$ cat config.mk
export PLATFORM = sky130hd
export DESIGN_NAME = ccff_chain_loader
export DESIGN_NICKNAME = d
export VERILOG_FILES = /design/src/rtl/ccff_chain_loader_pkg.sv /design/src/rtl/ccff_chain_loader.sv
export SDC_FILE = /design/constraint.sdc
export NUM_CORES = 1
export LEC_CHECK = 0
export BUFFER_PORTS_ARGS = -buffer_cell sky130_fd_sc_hd__buf_2
export CORE_MARGIN = 4
export CORE_UTILIZATION = 60
export DETAILED_ROUTE_END_ITERATION = 10
export PLACE_DENSITY = 0.83
export SLEW_MARGIN = 20
export SYNTH_ARGS = -nofsm -noshare
export SYNTH_HDL_FRONTEND = slang
export SYNTH_SLANG_ARGS = --single-unit
$ cat constraint.sdc
create_clock -name i_prog_clk -period 3.9 [get_ports i_prog_clk]
set_input_delay 0.585 -clock i_prog_clk [delete_from_list [all_inputs] [get_ports i_prog_clk]]
set_output_delay 0.585 -clock i_prog_clk [all_outputs]
set_load 0.05 [all_outputs]
$ cat src/rtl/ccff_chain_loader_pkg.sv
// Shared types and constants for the configuration-chain loader.
package ccff_chain_loader_pkg;

  typedef enum logic [1:0] {
    ST_IDLE  = 2'd0,
    ST_LOAD  = 2'd1,
    ST_SHIFT = 2'd2,
    ST_DONE  = 2'd3
  } state_e;

  // MSBs of the first byte that fall outside the chain and are skipped
  function automatic int pad_bits(input int chain_len);
    return (8 - chain_len % 8) % 8;
  endfunction

  function automatic int bytes_per_load(input int chain_len);
    return (chain_len + 7) / 8;
  endfunction

endpackage

$ cat src/rtl/ccff_chain_loader.sv
// Loads CHAIN_LEN config bits MSB-first onto ccff_head, one bit per cycle plus one LOAD bubble per byte.
// Input stalls freeze the shift; readback bytes are strobed one cycle after their last sample, no backpressure.
module ccff_chain_loader
  import ccff_chain_loader_pkg::*;
#(
  parameter int CHAIN_LEN = 14,
  parameter int CNT_W     = $clog2(CHAIN_LEN + 1)
) (
  input  logic             i_prog_clk,
  input  logic             i_prog_reset_n,
  input  logic             i_start,
  input  logic [7:0]       i_s_data,
  input  logic             i_s_valid,
  output logic             o_s_ready,
  output logic             o_ccff_head,
  output logic             o_ccff_shift_en,
  input  logic             i_ccff_tail,
  output logic [7:0]       o_rb_data,
  output logic             o_rb_valid,
  output logic             o_busy,
  output logic             o_done,
  output logic             o_err_overrun,
  output logic [CNT_W-1:0] o_bit_count
);

  localparam int               PAD       = pad_bits(CHAIN_LEN);
  localparam logic [2:0]       FIRST_IDX = 3'(7 - PAD);
  localparam logic [CNT_W-1:0] LAST_CNT  = CNT_W'(CHAIN_LEN - 1);

  state_e           r_state;
  logic [7:0]       r_byte;
  logic [2:0]       r_idx;
  logic [CNT_W-1:0] r_bit_count;
  logic             r_s_ready;
  logic             r_head;
  logic             r_shift_en;
  logic             r_busy;
  logic             r_done;
  logic             r_err;
  logic [6:0]       r_rb_shift;
  logic [2:0]       r_rb_cnt;
  logic [7:0]       r_rb_data;
  logic             r_rb_valid;

  logic             w_accept;
  logic             w_last_bit;
  logic             w_start_ok;
  logic [2:0]       w_load_idx;
  logic [7:0]       w_rb_next;

  assign w_accept   = r_s_ready & i_s_valid;
  assign w_last_bit = (r_bit_count == LAST_CNT);
  assign w_start_ok = i_start & ((r_state == ST_IDLE) | (r_state == ST_DONE));
  assign w_load_idx = (r_bit_count == '0) ? FIRST_IDX : 3'd7;
  assign w_rb_next  = {r_rb_shift, i_ccff_tail};

  // head and shift_en are loaded one cycle ahead so both come straight from flops
  always_ff @(posedge i_prog_clk or negedge i_prog_reset_n) begin
    if (!i_prog_reset_n) begin
      r_state     <= ST_IDLE;
      r_byte      <= '0;
      r_idx       <= '0;
      r_bit_count <= '0;
      r_s_ready   <= 1'b0;
      r_head      <= 1'b0;
      r_shift_en  <= 1'b0;
      r_busy      <= 1'b0;
      r_done      <= 1'b0;
      r_err       <= 1'b0;
    end else begin
      case (r_state)
        ST_IDLE, ST_DONE: begin
          if (i_start) begin
            r_state     <= ST_LOAD;
            r_s_ready   <= 1'b1;
            r_busy      <= 1'b1;
            r_done      <= 1'b0;
            r_err       <= 1'b0;
            r_bit_count <= '0;
          end else if ((r_state == ST_DONE) && i_s_valid) begin
            r_err <= 1'b1;
          end
        end
        ST_LOAD: begin
          if (w_accept) begin
            r_state    <= ST_SHIFT;
            r_byte     <= i_s_data;
            r_idx      <= w_load_idx;
            r_head     <= i_s_data[w_load_idx];
            r_shift_en <= 1'b1;
            r_s_ready  <= 1'b0;
          end
        end
        ST_SHIFT: begin
          r_bit_count <= r_bit_count + 1'b1;
          if (w_last_bit) begin
            r_state    <= ST_DONE;
            r_shift_en <= 1'b0;
            r_head     <= 1'b0;
            r_busy     <= 1'b0;
            r_done     <= 1'b1;
          end else if (r_idx == 3'd0) begin
            r_state    <= ST_LOAD;
            r_shift_en <= 1'b0;
            r_head     <= 1'b0;
            r_s_ready  <= 1'b1;
          end else begin
            r_idx  <= r_idx - 3'd1;
            r_head <= r_byte[r_idx - 3'd1];
          end
        end
        default: r_state <= ST_IDLE;
      endcase
    end
  end

  // A short final group is left-aligned so its first bit out still lands in the MSB
  always_ff @(posedge i_prog_clk or negedge i_prog_reset_n) begin
    if (!i_prog_reset_n) begin
      r_rb_shift <= '0;
      r_rb_cnt   <= '0;
      r_rb_data  <= '0;
      r_rb_valid <= 1'b0;
    end else begin
      r_rb_valid <= 1'b0;
      if (r_shift_en) begin
        r_rb_shift <= w_rb_next[6:0];
        if (r_rb_cnt == 3'd7) begin
          r_rb_data  <= w_rb_next;
          r_rb_valid <= 1'b1;
          r_rb_cnt   <= '0;
        end else if (w_last_bit) begin
          r_rb_data  <= w_rb_next << (3'd7 - r_rb_cnt);
          r_rb_valid <= 1'b1;
          r_rb_cnt   <= '0;
        end else begin
          r_rb_cnt <= r_rb_cnt + 3'd1;
        end
      end else if (w_start_ok) begin
        r_rb_cnt <= '0;
      end
    end
  end

  assign o_s_ready       = r_s_ready;
  assign o_ccff_head     = r_head;
  assign o_ccff_shift_en = r_shift_en;
  assign o_rb_data       = r_rb_data;
  assign o_rb_valid      = r_rb_valid;
  assign o_busy          = r_busy;
  assign o_done          = r_done;
  assign o_err_overrun   = r_err;
  assign o_bit_count     = r_bit_count;

endmodule

* Word-level counts from Yosys, hierarchy flattened
Index checks and enable logic that the tools add are counted.
Widths: inputs -> output; s select.
** Storage, ports and cells
- Register bits :: 42
- Input port bits :: 13
- Output and inout bits :: 19
- Logic and storage cells :: 101
** Cells by class
- $add $sub $neg :: 4
- Magnitude comparators :: 2
- Eq/ne operators :: 12
- Shifts and indexed selects :: 1
- Multiplexer cells :: 45
- Bitwise gates (word level) :: 3
- Reduce and logical (&&, ||, !) cells :: 20
** Operator list (count)
- $mux 3 :: 7
- $mux 1 :: 20
- $mux 8 :: 2
- $ne 2x2->1 const B :: 6
- $mux 2 :: 5
- $reduce_and 2->1 :: 5
- $reduce_bool 2->1 :: 5
- $reduce_and 3->1 :: 3
- $lt 3x4->1 const B :: 2
- $pmux 1 s2 :: 4
- $pmux 4 s2 :: 1
- $reduce_and 4->1 :: 2
- $shl 8x3->8 :: 1
- $bmux 1 s3 :: 2
- $pmux 2 s3 :: 1
- $pmux 3 s2 :: 1
- $add 4x1->4 const B :: 1
- $eq 2x2->1 const B :: 2
- $eq 4x4->1 const B :: 1
- $logic_not 4->1 :: 1
- $mux 4 :: 1
- $add 3x1->3 const B :: 1
- $eq 3x3->1 const B :: 1
- $logic_not 3->1 :: 1
- 10 further kinds :: 11

* Longest topological paths before layout
- Depth in word-level cells :: 6
- Mapped depth :: 8
- Mapped depth without buffers :: 6

* Worst setup path after synthesis
OpenSTA, ideal clock, no wires.
- Path kind :: register -> register
- Start :: reg r_bit_count[0], in the netlist o_bit_count[0]
- End :: reg r_state[1]
- Setup time :: 125 ps
- Arrival :: 1855 ps
- Data required time :: 3775 ps
- Setup slack :: 1920 ps
- Stages on the path, launching flop included :: 7
- Path buffers :: 1
- Period minus slack after synthesis :: 1980 ps
- Cells stage by stage :: dfrtp_1 ha_1 and3_1 buf_4 nor2_4 a211oi_4 mux2_2
** Between the ends
- Word-level cells in the longest chain between the ends :: 3
- Elaborated cells on any way between the ends :: 5
- Classes of those cells :: eq/ne (2); mux (2); reduce/logical (1)
** RTL lines
- start, declared :: line ccff_chain_loader.sv:33 : logic [CNT_W-1:0] r_bit_count;
- start signal, assigned :: line ccff_chain_loader.sv:95 : r_bit_count <= r_bit_count + 1'b1;
- $eq 4x4->1 * :: line ccff_chain_loader.sv:52 : assign w_last_bit = (r_bit_count == LAST_CNT);
- $ne 3x3->1 (no line) or $mux 2 (tied branches)
- $reduce_and 3->1 (no line) or $pmux 2 s3 (tied branches)
- end signal, assigned :: line ccff_chain_loader.sv:60 : r_state <= ST_IDLE;
- end signal, assigned :: line ccff_chain_loader.sv:74 : r_state <= ST_LOAD;
- end signal, assigned :: line ccff_chain_loader.sv:86 : r_state <= ST_SHIFT;
- end, declared :: line ccff_chain_loader.sv:30 : state_e r_state;
Every way passes the cells marked *; elsewhere a longest branch is shown, timed or not.
A chain may end at the register's enable or synchronous reset.

* Worst setup path after layout
- Start :: reg r_rb_cnt[0]
- End :: reg r_rb_data[6], in the netlist o_rb_data[6]
** Between the ends
- Word-level cells in the longest chain between the ends :: 4
- Elaborated cells on any way between the ends :: 7
- Classes of those cells :: add/sub (1); eq/ne (1); shift (1); mux (2); reduce/logical (2)
** RTL lines
- start, declared :: line ccff_chain_loader.sv:41 : logic [2:0] r_rb_cnt;
- start signal, assigned :: line ccff_chain_loader.sv:137 : r_rb_cnt <= r_rb_cnt + 3'd1;
- $sub 3x3->3 :: line ccff_chain_loader.sv:133 : r_rb_data <= w_rb_next << (3'd7 - r_rb_cnt);
- $shl 8x3->8 :: line ccff_chain_loader.sv:133
- $mux 8 :: line ccff_chain_loader.sv:132 : end else if (w_last_bit) begin
- $mux 8 :: line ccff_chain_loader.sv:128 : if (r_rb_cnt == 3'd7) begin
- end signal, assigned :: line ccff_chain_loader.sv:129 : r_rb_data <= w_rb_next;
- end signal, assigned :: line ccff_chain_loader.sv:133
- end, declared :: line ccff_chain_loader.sv:42 : logic [7:0] r_rb_data;
Parallel ways exist; a longest one is shown, timed or not. The select of a mux whose other input is x is not followed.

==> metrics.txt <==
crit-path cells ha_1 -> ha_1 -> o21ai_2 -> a21oi_1 -> a22o_1; Antenna diodes 0; pwr/cell area ~310 mW/mm^2; Synth Instances 207; dpl hpwl 3148 um; Reg-to-Reg End o_rb_data[6]; core area 0.003716 sq mm; status finished, final reports clean; initial antenna violation count 0; worst-skew pair later-pin latency ~0.30 ns; CTS HTree Levels 2; initial core utilization 63.00%; Final min period ~2.1 ns; Main synth FF type dfrtp_1; 1st-iter DRT viols 52; post-route clock skew 0.007999 ns; uppermost layer routed met4; Synth top area share 44.90%; Root Driver clkbuf_8; M1 WL 1828 um; I/O pin cnt 32; Ys Warns 0; endpoints failing hold 0; Max Root-Sink Buffers 2; reg2reg setup slack 1.75 ns; Max Freq 465.3 MHz; WP buf/inv 0; Residual DRC 0; CTS tree yes; Pleak between 1 and 1.5 nW; R2R cell count 5; number of global-route vias before repair 1533; setup_tns 0 ns; fin nets 256; Resized cells post-CTS 0; Commonest cells post-synth dfrtp_1, mux2_2, nand2_1; TritonRoute pass-1 iters 4; Reg clk slew, reported paths ~0.080 ns; layout cells sized above 1 30.47%; Finished Layout Cells approximately 280; CTS Sinks 42; slowest cell delay on critical path around 0.57 ns; average size of a mapped cell 11.31 sq um; final setup vio count 0; Congestion Overflow GR 0; Stages on worst setup path 5; largest net degree at the start of global routing 43; vias 1692; Final Max Tran Viols 0; Tightest Pin Transition about 0.90 ns; crit path capture type register; arrival time worst endpoint 2.34 ns; RSZ-0062 raised after global routing no; Setup Buffers After CTS 0; Die Y 70.47 um; count leader, synth dfrtp_1; area leader, netlist dfrtp_1; first-pass GRT wire length 7279 um; Placed Cells 273; TritonCTS Buffers 5; PortBufs 31; Synth Cell Area 0.002341 sq mm; number of enable flip-flop cells after synthesis 0; Vias/cell 6.021; routed len/inst 15.59 um; top cells by area, synth dfrtp_1, mux2_2, ha_1, mux4_2, mux2i_1; Tightest Hold Check Type input port to asynchronous set/reset pin; fraction of registers with async set/reset 100.0%; Routed WL 4380 um; startpoint types register; Worst slew margin 39.83%; FP Rows 22; Syn Nets around 230; Yosys reg bits 42; cell mode on critical path ha_1; met2 routed WL 2269 um; Tcrit/Tclk final 55.11%; Yosys cell types 43; GP Congestion 0.7673; critical path required time 4.09 ns; worst-path maximum fanout 17; CP max stage cell dfrtp_1; ANT nets after route 0; total of max-cap violations 0; critical path class register to register; GRT Util Overall between 10% and 20%; met3 WL around 210 um; worst vdd ir roughly 0.28 mV; hold-fix buffer count after cts 0; die width 70.47 um; Die Area 0.004965 sq mm; Crit path max-delay family compound AO/OA/AOI/OAI gates; origin of the critical flop-to-flop path r_rb_cnt[0]; sequential-to-total area share from yosys stat 44.90%; area delta synth->final 11.01%
[report_power, final]
part | switching, mW | total (mW) | internal (mW)
sequential | 0.00184 | 0.438 | 0.436
combinational | 0.0196 | 0.0281 | 0.00844
clock | 0.149 | 0.338 | 0.188
total | 0.171 | 0.804 | 0.633
[cell usage in the layout (no fill, tap or decap), drive strengths merged, types with 2 or more instances in the layout]
cell,count
dfrtp,42
a22o,3
a31oi,2
mux2i,8
mux4,6
ha,11
inv,10
o21ai,14
nand3,4
a31o,3
nand2b,3
clkinv,2
nor3b,2
a21oi,13
nand2,14
clkbuf,5
mux2,20
and3,4
nor2b,5
o31ai,4
a22oi,2
nand4,3
nor2,7
o311ai,3
buf,31
[metrics by stage]
stage / instance area (sq um) / power [mW] / hold slack (ns) / setup WS [ns] / utilization, %
after global routing: 2599 / 0.8305 / 0.4692 / 1.538 / 69.93
after detailed placement: 2490 / 0.4752 / 0.4680 / 1.749 / 67.00
after global placement: 2490 / 0.4750 / 0.4558 / 1.812 / 67.00
final: 2599 / 0.8036 / 0.4128 / 1.751 / 69.93
after CTS: 2599 / 0.8118 / 0.4377 / 1.734 / 69.93
after floorplan: 2341 / 0.4567 / 0.2894 / 1.920 / -
[sequential cells by signal, indices dropped and copies added (netlist names)]
register / count
o_rb_data: 8
r_byte: 8
r_rb_shift: 7
o_bit_count: 4
r_idx: 3
r_rb_cnt: 3
r_state: 2
o_busy: 1
o_ccff_head: 1
o_ccff_shift_en: 1
o_done: 1
o_err_overrun: 1
o_rb_valid: 1
o_s_ready: 1
[layer usage]
layer	GRT usage, %	vias to the layer above
met5	0	-
met4	6.170	0
met3	5.036	8
met2	31.81	36
met1	22.39	833
li1	-	815
[worst register-to-register path: stages, from the launching register on]
cell     delay, ns
dfrtp_1       0.57
ha_1          0.30
ha_1          0.34
o21ai_2       0.54
a21oi_1       0.08
a22o_1        0.21
[area by class of cell]
class,instances,area (sq um)
multi-input combinational,142,1186
fill,266,1117
sequential,42,1051
timing repair buffer,31,155.1
clock buffer,5,68.82
tap,48,60.06
clock inverter,3,40.04
inverter,10,37.54
[cells by family after synthesis]
family | after synthesis | share of synthesized area, %
flip-flops | 42 | 44.90
AO/OA/AOI/OAI | 52 | 15.45
XOR/XNOR | 1 | 0.3742
adder cells (fa/ha/maj) | 11 | 5.879
AND/OR/NAND/NOR | 44 | 9.834
buffers and inverters | 23 | 4.436
multiplexers | 34 | 19.13
[worst max-delay path by stage]
stage	slack (ns)	end	startpoint
5_1_grt	1.54	o_rb_data[6]	r_rb_cnt[0]
3_5_place_dp	1.75	o_rb_data[6]	r_rb_cnt[0]
2_1_floorplan	1.92	r_state[1]	o_bit_count[0]
6_report	1.75	o_rb_data[6]	r_rb_cnt[0]
3_3_place_gp	1.81	o_rb_data[6]	r_rb_cnt[0]
4_1_cts	1.73	o_rb_data[6]	r_rb_cnt[0]
Note: power is estimated with default switching activity, not from simulation.
